**src/rtl/pixel_write_buffer.sv**
```systemverilog
// ---------------------------------------------------------------------------
// pixel_write_buffer
//
// Sits downstream of the animation stage's pixel stream. Each incoming pixel
// (x, y, color) is range-checked against the visible area. Its position is
// turned into a linear framebuffer address y*H_RES + x. The pixel is then
// queued in a small FIFO, so the drawing logic never has to stall. The FIFO
// drains one write per pixel into the 1-bit framebuffer port through a
// valid/ready handshake.
//
// Pipeline: stage 1 (range check) -> stage 2 (address multiply) -> FIFO ->
// output register (wr_en / wr_addr / wr_data).
//
// Optional build macro: PIXEL_DEDUP_EN
//   When defined, stage 1 drops a pixel that exactly repeats the previous
//   pixel stage 1 accepted. This removes the duplicates the drawing stage
//   emits while idle.
//
// Ports
//   clk          system clock, all logic on the rising edge
//   reset        synchronous active-high reset, clears all state
//   pixel_valid  x/y/color carry a pixel this cycle
//   x, y         pixel column / row (11 bits each)
//   color        1 = white, 0 = black
//   wr_en        framebuffer write request (valid)
//   wr_addr      framebuffer address, y*H_RES + x
//   wr_data      pixel color to write
//   mem_ready    memory takes the write when wr_en & mem_ready at a clock edge
//   fifo_full    FIFO holds FIFO_DEPTH entries (registered)
//   drop_count   count of pixels lost to overflow; saturates at 16'hFFFF
//   overflow     sticky flag, set on the first drop, cleared only by reset
// ---------------------------------------------------------------------------
module pixel_write_buffer #(
    parameter int H_RES      = 640,
    parameter int V_RES      = 480,
    parameter int ADDR_W     = 19,
    parameter int FIFO_DEPTH = 16
) (
    input  logic              clk,
    input  logic              reset,
    input  logic              pixel_valid,
    input  logic [10:0]       x,
    input  logic [10:0]       y,
    input  logic              color,
    output logic              wr_en,
    output logic [ADDR_W-1:0] wr_addr,
    output logic              wr_data,
    input  logic              mem_ready,
    output logic              fifo_full,
    output logic [15:0]       drop_count,
    output logic              overflow
);

    localparam int PTR_W   = $clog2(FIFO_DEPTH);
    localparam int CNT_W   = PTR_W + 1;
    localparam int ENTRY_W = ADDR_W + 1;

    localparam logic [10:0]       LP_H_LIM = 11'(H_RES);
    localparam logic [10:0]       LP_V_LIM = 11'(V_RES);
    localparam logic [ADDR_W-1:0] LP_H_MUL = ADDR_W'(H_RES);
    localparam logic [CNT_W-1:0]  LP_DEPTH = CNT_W'(FIFO_DEPTH);

    // ---------------- stage 1: range check (and optional dedup) ------------
    logic        w_in_range;
    logic        w_dup;
    logic        w_s1_accept;
    logic        r_s1_valid;
    logic [10:0] r_s1_x;
    logic [10:0] r_s1_y;
    logic        r_s1_color;

    assign w_in_range  = pixel_valid && (x < LP_H_LIM) && (y < LP_V_LIM);
    assign w_s1_accept = w_in_range && !w_dup;

`ifdef PIXEL_DEDUP_EN
    // Last pixel that passed the range check. r_last_valid marks the
    // register empty after reset, so the first pixel after reset always passes.
    logic        r_last_valid;
    logic [10:0] r_last_x;
    logic [10:0] r_last_y;
    logic        r_last_color;

    assign w_dup = r_last_valid && (x == r_last_x) && (y == r_last_y)
                   && (color == r_last_color);

    always_ff @(posedge clk) begin
        if (reset) begin
            r_last_valid <= 1'b0;
            r_last_x     <= '0;
            r_last_y     <= '0;
            r_last_color <= 1'b0;
        end else if (w_in_range) begin
            // A duplicate rewrites identical values, so updating on every
            // in-range pixel is the same as updating on every accepted one.
            r_last_valid <= 1'b1;
            r_last_x     <= x;
            r_last_y     <= y;
            r_last_color <= color;
        end
    end
`else
    assign w_dup = 1'b0;
`endif

    always_ff @(posedge clk) begin
        if (reset) begin
            r_s1_valid <= 1'b0;
            r_s1_x     <= '0;
            r_s1_y     <= '0;
            r_s1_color <= 1'b0;
        end else begin
            r_s1_valid <= w_s1_accept;
            r_s1_x     <= x;
            r_s1_y     <= y;
            r_s1_color <= color;
        end
    end

    // ---------------- stage 2: linear address ------------------------------
    // Doing the multiply modulo 2^ADDR_W gives the same result as truncating
    // the full-precision product.
    logic [ADDR_W-1:0] w_s2_addr;
    logic              r_s2_valid;
    logic [ADDR_W-1:0] r_s2_addr;
    logic              r_s2_color;

    assign w_s2_addr = ADDR_W'(r_s1_y) * LP_H_MUL + ADDR_W'(r_s1_x);

    always_ff @(posedge clk) begin
        if (reset) begin
            r_s2_valid <= 1'b0;
            r_s2_addr  <= '0;
            r_s2_color <= 1'b0;
        end else begin
            r_s2_valid <= r_s1_valid;
            r_s2_addr  <= w_s2_addr;
            r_s2_color <= r_s1_color;
        end
    end

    // ---------------- FIFO -------------------------------------------------
    logic [ENTRY_W-1:0] r_mem [FIFO_DEPTH];
    logic [CNT_W-1:0]   r_wr_ptr;
    logic [CNT_W-1:0]   r_rd_ptr;
    logic [CNT_W-1:0]   w_wr_ptr_next;
    logic [CNT_W-1:0]   w_rd_ptr_next;
    logic               r_fifo_full;
    logic               w_fifo_empty;
    logic               w_pop;
    logic               w_push;
    logic               w_drop;
    logic               w_full_next;
    logic [ENTRY_W-1:0] w_head;

    logic              r_wr_en;
    logic [ADDR_W-1:0] r_wr_addr;
    logic              r_wr_data;
    logic [15:0]       r_drop_count;
    logic              r_overflow;

    assign w_fifo_empty = (r_wr_ptr == r_rd_ptr);
    // Pop whenever the output register is free or is being emptied this edge.
    assign w_pop        = !w_fifo_empty && (!r_wr_en || mem_ready);
    // A full FIFO still takes a push when a pop frees a slot at the same edge.
    assign w_push       = r_s2_valid && (!r_fifo_full || w_pop);
    assign w_drop       = r_s2_valid && r_fifo_full && !w_pop;

    assign w_wr_ptr_next = r_wr_ptr + {{PTR_W{1'b0}}, w_push};
    assign w_rd_ptr_next = r_rd_ptr + {{PTR_W{1'b0}}, w_pop};
    assign w_full_next   = ((w_wr_ptr_next - w_rd_ptr_next) == LP_DEPTH);
    assign w_head        = r_mem[r_rd_ptr[PTR_W-1:0]];

    always_ff @(posedge clk) begin
        if (w_push) begin
            r_mem[r_wr_ptr[PTR_W-1:0]] <= {r_s2_addr, r_s2_color};
        end
    end

    always_ff @(posedge clk) begin
        if (reset) begin
            r_wr_ptr    <= '0;
            r_rd_ptr    <= '0;
            r_fifo_full <= 1'b0;
        end else begin
            r_wr_ptr    <= w_wr_ptr_next;
            r_rd_ptr    <= w_rd_ptr_next;
            r_fifo_full <= w_full_next;
        end
    end

    // ---------------- output register and overflow accounting --------------
    always_ff @(posedge clk) begin
        if (reset) begin
            r_wr_en   <= 1'b0;
            r_wr_addr <= '0;
            r_wr_data <= 1'b0;
        end else if (w_pop) begin
            r_wr_en                <= 1'b1;
            {r_wr_addr, r_wr_data} <= w_head;
        end else if (mem_ready) begin
            // The write was accepted and nothing is waiting behind it.
            // Address and data keep their last value.
            r_wr_en <= 1'b0;
        end
    end

    always_ff @(posedge clk) begin
        if (reset) begin
            r_drop_count <= '0;
            r_overflow   <= 1'b0;
        end else if (w_drop) begin
            r_overflow <= 1'b1;
            if (r_drop_count != 16'hFFFF) begin
                r_drop_count <= r_drop_count + 16'd1;
            end
        end
    end

    assign wr_en      = r_wr_en;
    assign wr_addr    = r_wr_addr;
    assign wr_data    = r_wr_data;
    assign fifo_full  = r_fifo_full;
    assign drop_count = r_drop_count;
    assign overflow   = r_overflow;

endmodule

```
**config.mk**
```make
export PLATFORM = sky130hd
export DESIGN_NAME = pixel_write_buffer
export DESIGN_NICKNAME = d
export VERILOG_FILES = /design/src/rtl/pixel_write_buffer.sv
export SDC_FILE = /design/constraint.sdc
export NUM_CORES = 1
export LEC_CHECK = 0
export BUFFER_PORTS_ARGS = -buffer_cell sky130_fd_sc_hd__buf_2
export CAP_MARGIN = 30
export CORE_AREA = 2 2 184 186
export DETAILED_ROUTE_END_ITERATION = 8
export DIE_AREA = 0 0 186 188
export PLACE_DENSITY = 0.62
export SLEW_MARGIN = 10
export SYNTH_ARGS = -nofsm -noshare
export SYNTH_HDL_FRONTEND = slang
export SYNTH_SLANG_ARGS = --single-unit
```
**constraint.sdc**
```tcl
create_clock -name clk -period 5.99 [get_ports clk]
set_input_delay 0.2995 -clock clk [delete_from_list [all_inputs] [get_ports clk]]
set_output_delay 0.2995 -clock clk [all_outputs]
set_load 0.005 [all_outputs]
```
==> results.md <==
- Antenna violations before repair: 0
- RePlAce Congestion: roughly 0.74
- Stage delay of the slowest cell on the critical path: roughly 0.74 ns
- Library cell appearing most often on the critical path: ha_1
- Bufs and invs on worst path: 0
- Most common library cells after synthesis: edfxtp_1 (320), mux4_2 (100), dfxtp_1 (94), nand2_1 (56), nor2_1 (42)
- Part of the total power dissipated in sequential elements: 51.3%
- Worst Path Class, Setup: flop to flop
- Pre-Repair DR Iteration Count: 4
- Portion of the post-synthesis area used by sequential elements: between 70% and 80%
- Switching fraction of total power: a little over a fifth
- Final number of hold-violating endpoints: 0
- Total net switching power: 1354 uW
- Worst min-delay path category: input pin to flop
- Combinational share of power: ~8.7%
- Gate Count Post-Synth: 921
- Ranking of synthesized cells by area: edfxtp_1 (59%), mux4_2 (14%), dfxtp_1 (12%)
- Achievable clock frequency: between 0.2 and 0.3 GHz
- Core region area: ~0.033 mm2
- Maximum number of pins on one net before global-route repair: between 50 and 60
- Synth-to-layout area growth: 15.41%
- First-pass GRT wire length: between 50 and 60 mm
- Avg WL per Cell: between 20 and 25 um
- Routed via count: between 8000 and 9000
- Data arrival time of the worst path: between 4 and 5 ns
- RSZ-0062 raised after global routing: false
- Period utilization: about two thirds
- Ratio of cells with drive above 1 in the final layout: between 20% and 30%
- Routed vias/inst: 5.475
- Clock insertion delay at the later pin of the skew report: about 0.53 ns
- Sort of element at the start of the critical path: flop
- Library cell occupying the most area in the post-synthesis netlist: edfxtp_1
- VDD IR max: 191.5 uV
- Main flop type after synthesis: edfxtp_1
- Critical hold path startpoint: x[5]
- Antenna diode instance count: 0
- Worst slack at placement: 2.149 ns
- Number of nets in the synthesized netlist: 980
- Number of buffers inserted during clock tree synthesis: 43
- Final-stage net count: between 1000 and 1500
- Critical path's slowest cell: o41ai_4
- Largest fanout of any net on the critical path: 11
- Clock slew at reported path FFs: 0.06 ns
- Area share of the largest cell type after synthesis: about three fifths
- Result of the run: finished, final reports clean
- Crit path setup slack, layout: 2.075 ns
- Count of final max-slew check failures: 0
- Number of nets still failing antenna checks after routing: 0
- GRT Residual Overflow: 0
- Seq. cell area: 0.01150 mm2
- Synthesis Warnings: 0
- Launch point of the worst reg-to-reg path: r_wr_ptr[3]
- Data required time at the worst endpoint: approximately 6.4 ns
- Top-level I/O count: 66
- Max-Cap Viols: 0
- Max H-tree Level: 2
- Async set-or-reset flop fraction in the synthesized netlist: 0%
- Transition time at the pin with the least slew margin: roughly 0.90 ns
- Clock share of power: 39.9%
- Number of distinct library cell variants in the gate-level netlist after synthesis: 58
- Total setup buffers inserted after CTS: 0
- Detailed Place HPWL: between 15 and 20 mm
- Area of the mapped netlist: between 0.015 and 0.02 mm2
- Post-route minimum period: 3.915 ns
- Via count of the first global-routing pass: about 8500
- Overall power consumption: 6275 uW
- Flop and latch count out of synthesis: ~410
- Pint: about 5000 uW
- Number of I/O port buffers: 65
- Floorplan die area: 0.03497 mm2
- Worst path cell trace: xnor2_2 -> nand2_1 -> o41ai_4 -> nand2_1 -> and2_1 -> ha_1 -> ha_1 -> ha_1 -> nor2b_1 -> o21ai_0 -> nand2b_1 -> or3_1 -> a221oi_1
- Power density over cell area: 334.4 mW/mm2
- Y dimension of the die: ~190 um
- Clock tree buffer depth: 3
- Most frequently used cell type in the post-synthesis netlist: edfxtp_1
- Final number of setup-violating endpoints: 0
- DRT Wirelength: roughly 34 mm
- Width of the die: 186 um
- Pleak: between 0.006 and 0.007 uW
- Post-detailed-route DRC marker count: 0
- Critical path capture point type: flop
- Starting Density: about half
- Multi-input logic area: between 0.004 and 0.005 mm2
- Post-synthesis area per instance: 17.65 um2
- Clock tree from TritonCTS: done
- # clock sinks: 414
- Final setup skew: 0.008547 ns
- Headroom to the max-slew limit: roughly two fifths
- Fin Setup TNS: 0 ns
- First element of the critical path: r_wr_ptr[3]
- EDFF count, synth: between 300 and 400
- Delay-heaviest family, CP: compound AO/OA/AOI/OAI gates
- Number of filler instances in the final layout: around 2600
- Number of design-rule violations left by the first detailed-router iteration: 607
- Total routing resource utilization after global routing: slightly above 20%
- Num rows: 67
- CTS root buffer: clkbuf_16
## worst paths after layout
check,to,slack (ns),cells past startpoint
worst max-delay path,fifo_full,2.08,13
worst min-delay path,r_s1_x[5],0.02,2
worst max register to register,fifo_full,2.08,13
worst min register to register,r_s2_addr[1],0.44,1
## logic make-up after synthesis
logic type / share of synthesized area [%]
muxes: 13.92
and+or+nand+nor: 6.481
xor gates and xnor gates: 1.770
adders and majority gates: 2.555
DFF: 70.68
buffers and inverters: 1.639
AOI/OAI and AO/OA: 2.955
## power by group through the flow
stage	logic, uW	registers (uW)	clock network, uW
after floorplan	405	3260	0
after detailed placement	552	3280	0
final	548	3220	2510
after global placement	540	3280	0
after global routing	607	3230	2670
after CTS	563	3220	2560
## sequential cells by signal, indices dropped and copies added (netlist names)
signal / flops
drop_count: 16
fifo_full: 1
overflow: 1
r_mem: 320
r_rd_ptr: 5
r_s1_color: 1
r_s1_valid: 1
r_s1_x: 11
r_s1_y: 11
r_s2_addr: 19
r_s2_color: 1
r_s2_valid: 1
r_wr_ptr: 5
wr_addr: 19
wr_data: 1
wr_en: 1
## what timing repair did
action	4_1_cts	5_1_grt
hold buffers	20	0
hold endpoints to repair	20	0
gates resized for setup	0	0
endpoints found under the setup margin	0	0
## per-stage QoR
step	area (um2)	util, %	std cells	hold slack (ns)
2_1_floorplan	16260	-	921	0.4138
3_3_place_gp	17180	51.88	1411	0.4196
3_5_place_dp	17220	52.00	1414	0.4294
4_1_cts	18760	56.66	1513	0.01065
5_1_grt	18760	56.66	1513	0.01151
6_report	18760	56.66	1513	0.02172
## final cells by class
cell class	count	share of cell area, %
Tap cell	448	2.988
Multi-Input combinational cell	444	24.25
Timing Repair Buffer	112	4.001
Inverter	16	0.3201
Sequential cell	414	61.29
Clock inverter	15	0.4935
Clock buffer	64	6.656
## worst reg2reg max path: cells and delay by family (launching register included)
family          cells  cell delay, ns
fa+ha+maj           3            0.78
xor+xnor            1            0.16
simple gates        6            1.11
flops               1            0.62
compound gates      3            1.15
## per-layer routing
layer,wire length [um],GRT usage [%],vias to the layer above
li1,-,-,3822
met1,14540,27.01,4245
met2,17730,35.53,183
met3,1539,3.302,33
met4,559,5.118,0
met5,0,0,-
## cells in the final DEF (no fill, tap or decap), types with 15 or more instances in the layout
cell           synthesis  final
xnor2_1               15     15
nand2_1               56     56
buf_4                  2     27
clkbuf_16              0     46
inv_1                 16     16
buf_2                 17     64
dfxtp_1               94     91
mux4_2               100    100
nor2_1                42     30
a21oi_1               34     34
dlygate4sd3_1          0     20
nor2b_1               41     41
clkbuf_1              23     15
ha_1                  30     30
xor2_1                16     16
edfxtp_1             320    320
(Power assumes the default switching activity.)
